**src/rtl/fxp_mul.sv**
```systemverilog
// fxp_mul -- unsigned fixed-point multiplier with a one-cycle registered result.
//
// Operands and result share the format Q(TOTAL_BITS-FRACTIONAL_BITS).FRACTIONAL_BITS.
// The exact 2*TOTAL_BITS product is rescaled by FRACTIONAL_BITS. It is then
// truncated or rounded half-up, and finally wrapped or saturated back to
// TOTAL_BITS. A new operand pair can be accepted on every clock.
//
// Ports:
//   clk        rising-edge clock
//   reset_n    asynchronous active-low reset
//   in_valid   in1/in2 carry a pair to sample this cycle
//   in1, in2   unsigned fixed-point operands (TOTAL_BITS wide)
//   out_valid  out/overflow hold the result of the pair sampled on the last edge
//   out        unsigned fixed-point product (TOTAL_BITS wide)
//   overflow   integer part of the product did not fit into out
module fxp_mul #(
  parameter int TOTAL_BITS      = 7,
  parameter int FRACTIONAL_BITS = 3,
  parameter int SATURATE        = 0,
  parameter int ROUND           = 0
) (
  input  logic                  clk,
  input  logic                  reset_n,
  input  logic                  in_valid,
  input  logic [TOTAL_BITS-1:0] in1,
  input  logic [TOTAL_BITS-1:0] in2,
  output logic                  out_valid,
  output logic [TOTAL_BITS-1:0] out,
  output logic                  overflow
);

  localparam int ProdW = 2 * TOTAL_BITS;

  logic [ProdW-1:0]      product;
  logic                  roundBit;
  logic [ProdW-1:0]      scaled;
  logic                  overflow_d;
  logic [TOTAL_BITS-1:0] result_d;

  logic                  valid_q;
  logic [TOTAL_BITS-1:0] result_q;
  logic                  overflow_q;

  // The half-LSB bit only exists when there is a fraction to discard.
  generate
    if (ROUND != 0 && FRACTIONAL_BITS > 0) begin : gRound
      assign roundBit = product[FRACTIONAL_BITS-1];
    end else begin : gNoRound
      assign roundBit = 1'b0;
    end
  endgenerate

  // Full-width product, rescale and round. ProdW bits are enough to hold the
  // rounding carry: with F >= 1 the shifted value is below 2^(ProdW-1).
  always_comb begin
    product    = ProdW'(in1) * ProdW'(in2);
    scaled     = (product >> FRACTIONAL_BITS) + ProdW'(roundBit);
    overflow_d = |scaled[ProdW-1:TOTAL_BITS];
    if (SATURATE != 0 && overflow_d) begin
      result_d = {TOTAL_BITS{1'b1}};
    end else begin
      result_d = scaled[TOTAL_BITS-1:0];
    end
  end

  // The result registers only load on a sampled pair, so out/overflow hold
  // through idle cycles. The valid flag tracks in_valid on every edge.
  always_ff @(posedge clk or negedge reset_n) begin
    if (!reset_n) begin
      valid_q    <= 1'b0;
      result_q   <= '0;
      overflow_q <= 1'b0;
    end else begin
      valid_q <= in_valid;
      if (in_valid) begin
        result_q   <= result_d;
        overflow_q <= overflow_d;
      end
    end
  end

  assign out_valid = valid_q;
  assign out       = result_q;
  assign overflow  = overflow_q;

endmodule

```
**config.mk**
```make
export PLATFORM = sky130hd
export DESIGN_NAME = fxp_mul
export DESIGN_NICKNAME = d
export VERILOG_FILES = /design/src/rtl/fxp_mul.sv
export SDC_FILE = /design/constraint.sdc
export NUM_CORES = 1
export LEC_CHECK = 0
export BUFFER_PORTS_ARGS = -buffer_cell sky130_fd_sc_hd__buf_2
export CAP_MARGIN = 20
export CORE_MARGIN = 2
export CORE_UTILIZATION = 35
export CTS_BUF_LIST = sky130_fd_sc_hd__clkbuf_16
export DETAILED_ROUTE_END_ITERATION = 16
export PLACE_DENSITY = 0.55
export SLEW_MARGIN = 20
export SYNTH_ARGS = -nofsm -noshare
export SYNTH_HDL_FRONTEND = slang
export SYNTH_SLANG_ARGS = --single-unit
```
**constraint.sdc**
```tcl
create_clock -name clk -period 1.5 [get_ports clk]
set_input_delay 0.3 -clock clk [delete_from_list [all_inputs] [get_ports clk]]
set_output_delay 0.3 -clock clk [all_outputs]
set_load 0.005 [all_outputs]
```
# Word-level counts from Yosys, hierarchy flattened
# Index checks and enable logic that the tools add are counted.
[word_totals]
register_bits = 9
latchBits = 0
ramBits = 0
rom_bits = 0
inputBits = 17
output_inout_bits = 9
elab_cells = 5
mem_count = 0
[op_classes]
add_sub_neg = 0
mul = 1
div_mod_pow = 0
order_cmp = 0
eq_ne = 0
n_shift = 0
mux = 0
bitwise = 0
n_reduce_logical = 1
[op_table]
columns = ["cell", "n"]
rows = [
  ["7-bit by 7-bit multiplier with 14-bit output", 1],
  ["4-bit OR reduction", 1],
]

# Longest topological paths before layout
[logic_depth]
word_depth = 2
depth_mapped = 15
ltp_nobuf = 15

# Worst setup path before layout
# No wires, ideal clock.
[synth_timing]
path_kind = "input to register"
from = "input port in1[3]"
to = "register overflow_q, in the netlist overflow"
setup_time_ns = 0.126
t_arrival_ns = 4.081
t_required_ns = 1.374
slack_ns = -2.707
cell_stages = 14
n_path_buf = 0
path_cell_list = "and2_1 -> fa_1 -> inv_1 -> fa_1 -> inv_1 -> fa_1 -> fa_1 -> ha_1 -> a21oi_2 -> o21ai_2 -> a2111oi_2 -> nor3_1 -> xor2_1 -> o32a_1"
[synth_via]
elab_chain_len = 2
[synth_rtl]
columns = ["item", "line", "rtl"]
rows = [
  ["start: declaration", "25", "input logic [TOTAL_BITS-1:0] in1,"],
  ["7-bit by 7-bit multiplier with 14-bit output", "56", "product = ProdW'(in1) * ProdW'(in2);"],
  ["4-bit OR reduction", "58", "overflow_d = |scaled[ProdW-1:TOTAL_BITS];"],
  ["end signal: assignment", "77", "overflow_q <= overflow_d;"],
  ["end: declaration", "42", "logic overflow_q;"],
]
# No other way between the ends.
# A chain may end at the register's enable or synchronous reset.

# Worst setup path after layout
[layout_timing]
from = "input port in2[3]"
to = "register overflow_q, in the netlist overflow"
[layout_via]
elab_chain_len = 2
[layout_rtl]
columns = ["item", "line", "rtl"]
rows = [
  ["start: declaration", "26", "input logic [TOTAL_BITS-1:0] in2,"],
  ["7-bit by 7-bit multiplier with 14-bit output", "56", ""],
  ["4-bit OR reduction", "58", ""],
]
# No other way between the ends.

==> impl_metrics.json <==
{
  "core_sq_um": 5440,
  "nFillCells": 517,
  "finish.utilization": 0.560,
  "grt_setup_unrepaired": "yes",
  "syn_inst": 214,
  "wl_per_cell_um": 12.8,
  "status": "complete, but fails checks",
  "rows": 27,
  "finalHoldViolCount": 0,
  "synthArstFlopShare": 1.00,
  "overflow": 0,
  "synth_flop_cell": "dfrtp_1",
  "crit_path_end_kind": "flip-flop",
  "root_buffer": "clkbuf_16",
  "path_class": "input port to flip-flop",
  "synth_seq_area_share": 0.116,
  "yosysMostFrequentCell": "and2_1",
  "final_cells": 366,
  "clk_path_buf_depth": 2,
  "nNetsFinal": 366,
  "vias": 1735,
  "ir_drop_mv": 0.621,
  "grt_use_total": 0.167,
  "tightest_slew_ns": 0.393,
  "die_area_sq_um": 6170,
  "powerDensity_nw_per_um2": 1250,
  "cp_max_fo": 4,
  "cp.required_ns": 1.61,
  "path_clk_slew_ns": 0.04,
  "hp-class": "input port to flip-flop",
  "gp_congestion": 0.728,
  "die-width_um": 78.6,
  "maxSlewViolCount": 0,
  "synth_area_sq_um": 1950,
  "hpwl_mm": 3.88,
  "firstDrtPassIters": 4,
  "finClkSkew_ns": 0,
  "initialDrtViolationCount": 30,
  "yosys.area.top_type": "fa_1",
  "ant_nets": 0,
  "timing.rr.start": "out[5]",
  "setup_ws_ns": -2.39,
  "cts_buffers": 3,
  "reg2reg_depth": 1,
  "min_period_over_period": 2.59,
  "timing.fmax_mhz": 257,
  "diodes": 0,
  "grt_pass1_wl_mm": 8.38,
  "grt_max_degree": 12,
  "tritoncts": "built",
  "cp.arrival_ns": 4.00,
  "synth_cell_type_count": 29,
  "synth_common_cells": "35 x and2_1, 30 x ha_1, 27 x inv_1, 24 x fa_1, 18 x nand2_1",
  "drc": 0,
  "grt_pass1_vias": 1894,
  "htree_levels": 1,
  "final.min_clock_period_ns": 3.89,
  "area_growth_pct": 56.4,
  "final-setup-viol-count": 8,
  "crit_start": "in2[3]",
  "dp_cells": 356,
  "synth-edff-count": 0,
  "clk_latency_ns": 0.23,
  "syn_area_per_cell_sq_um": 9.10,
  "startpoint_type": "input port",
  "io_buffers": 25,
  "wl_mm": 4.67,
  "drive_above_1_share": 0.446,
  "start_util": 0.358,
  "die_h_um": 78.6,
  "cap_viol_max_count": 0,
  "ios": 26,
  "syn_nets": 285,
  "clock_sinks": 9,
  "hp-start": "in_valid",
  "hold_depth": 2,
  "yosysWarnings": 0,
  "grt_antenna_before_repair": 0,
  "relSlewSlack": 0.734,
  "synth-seq-cells": 9,
  "violations": "setup timing",
  "synthDominantCellAreaShare": 0.247,
  "viasPerCell": 4.74,
  "p_leak_nw": 1.49,
  "synth_area_leaders": "fa_1 25%, ha_1 19%, dfrtp_1 12%"
}
worst paths after layout:
check                      slack (ns)         to
min in group asynchronous        0.46     out[1]
min reg2reg                      0.50     out[0]
max                             -2.39   overflow
max in group asynchronous        0.86  out_valid
min                              0.41  out_valid
max reg2reg                      0.72     out[5]
metal layers:
layer | wire length [um] | vias to the layer above | track usage
li1 | - | 870 | -
met1 | 2040 | 849 | 0.210
met2 | 2530 | 14 | 0.315
met3 | 78 | 2 | 0.0230
met4 | 20 | 0 | 0.0105
met5 | 0 | - | 0
cell usage in the layout, fill, tap and decap left out, types with 3 or more instances in the layout:
cell type,netlist,routed
nand4_1,3,3
buf_6,0,17
and2_4,0,10
fa_1,24,24
xor2_1,6,5
buf_2,0,18
nor2_1,11,10
inv_1,27,25
inv_2,0,3
nand2_1,18,16
buf_4,0,39
clkbuf_16,0,3
dfrtp_1,9,9
a21oi_2,2,7
ha_4,0,12
and2_1,35,25
a21oi_1,10,4
nor3_1,5,5
nand3_1,5,5
ha_1,30,18
mux2i_1,3,3
o21ai_2,2,3
mux2_4,0,5
stage by stage:
| stage | hold WS, ns | setup WS (ns) | cell area (sq um) | setup TNS (ns) | total power [mW] |
|---|---|---|---|---|---|
| global route | 0.426 | -2.53 | 3040 | -15.20 | 4.17 |
| finish | 0.410 | -2.39 | 3040 | -14.43 | 3.80 |
| detailed placement | 0.164 | -2.69 | 2650 | -16.82 | 2.90 |
| floorplan | 0.00441 | -2.34 | 2090 | -13.57 | 1.99 |
| global placement | 0.159 | -2.69 | 2650 | -16.58 | 2.86 |
| CTS | 0.412 | -2.38 | 2980 | -14.41 | 3.69 |
logic make-up after synthesis:
group,after synthesis,synth area share
mux,8,0.0443
fa+ha+maj,54,0.440
simple gates,80,0.215
flops,9,0.116
compound gates,25,0.0868
xor+xnor,10,0.0450
buf+inv,28,0.0540
critical path: stages:
cell and delay [ns]:
buf_8 0.10, and2_4 0.15, fa_1 0.52, inv_1 0.05
fa_1 0.49, inv_2 0.04, fa_1 0.45, fa_1 0.53
ha_4 0.23, a21oi_4 0.19, o21ai_4 0.11, a21oi_2 0.17
mux2i_1 0.20, nand3_1 0.10, o32a_1 0.35
sequential cells by signal (all words and copies together) (netlist names):
register / cells
out_valid: 1
overflow: 1
out: 7
cell type report:
cell class                 count  area [sq um]  share of cell area
clock inverter                 1          3.75             0.00123
multi-input combinational    177          1930               0.635
clock buffer                   3          75.1              0.0247
sequential                     9           225              0.0740
inverter                      27           101              0.0333
timing repair buffer          77           614               0.202
tap                           72          90.1              0.0296
repair_timing:
action / in CTS / in global routing
hold buffers: 1 / 0
pin swaps: 28 / 7
gates resized for setup: 48 / 16
setup buffers: 7 / 0
endpoints found under the setup margin: 8 / 8
hold endpoints to repair: 9 / 0
power by group:
group	internal (mW)	switching, mW	leakage (nW)
clock network	0.348	0.117	0.0423
logic	1.61	1.32	1.35
registers	0.344	0.0552	0.102
No activity file was read; power rests on OpenSTA's default activity.
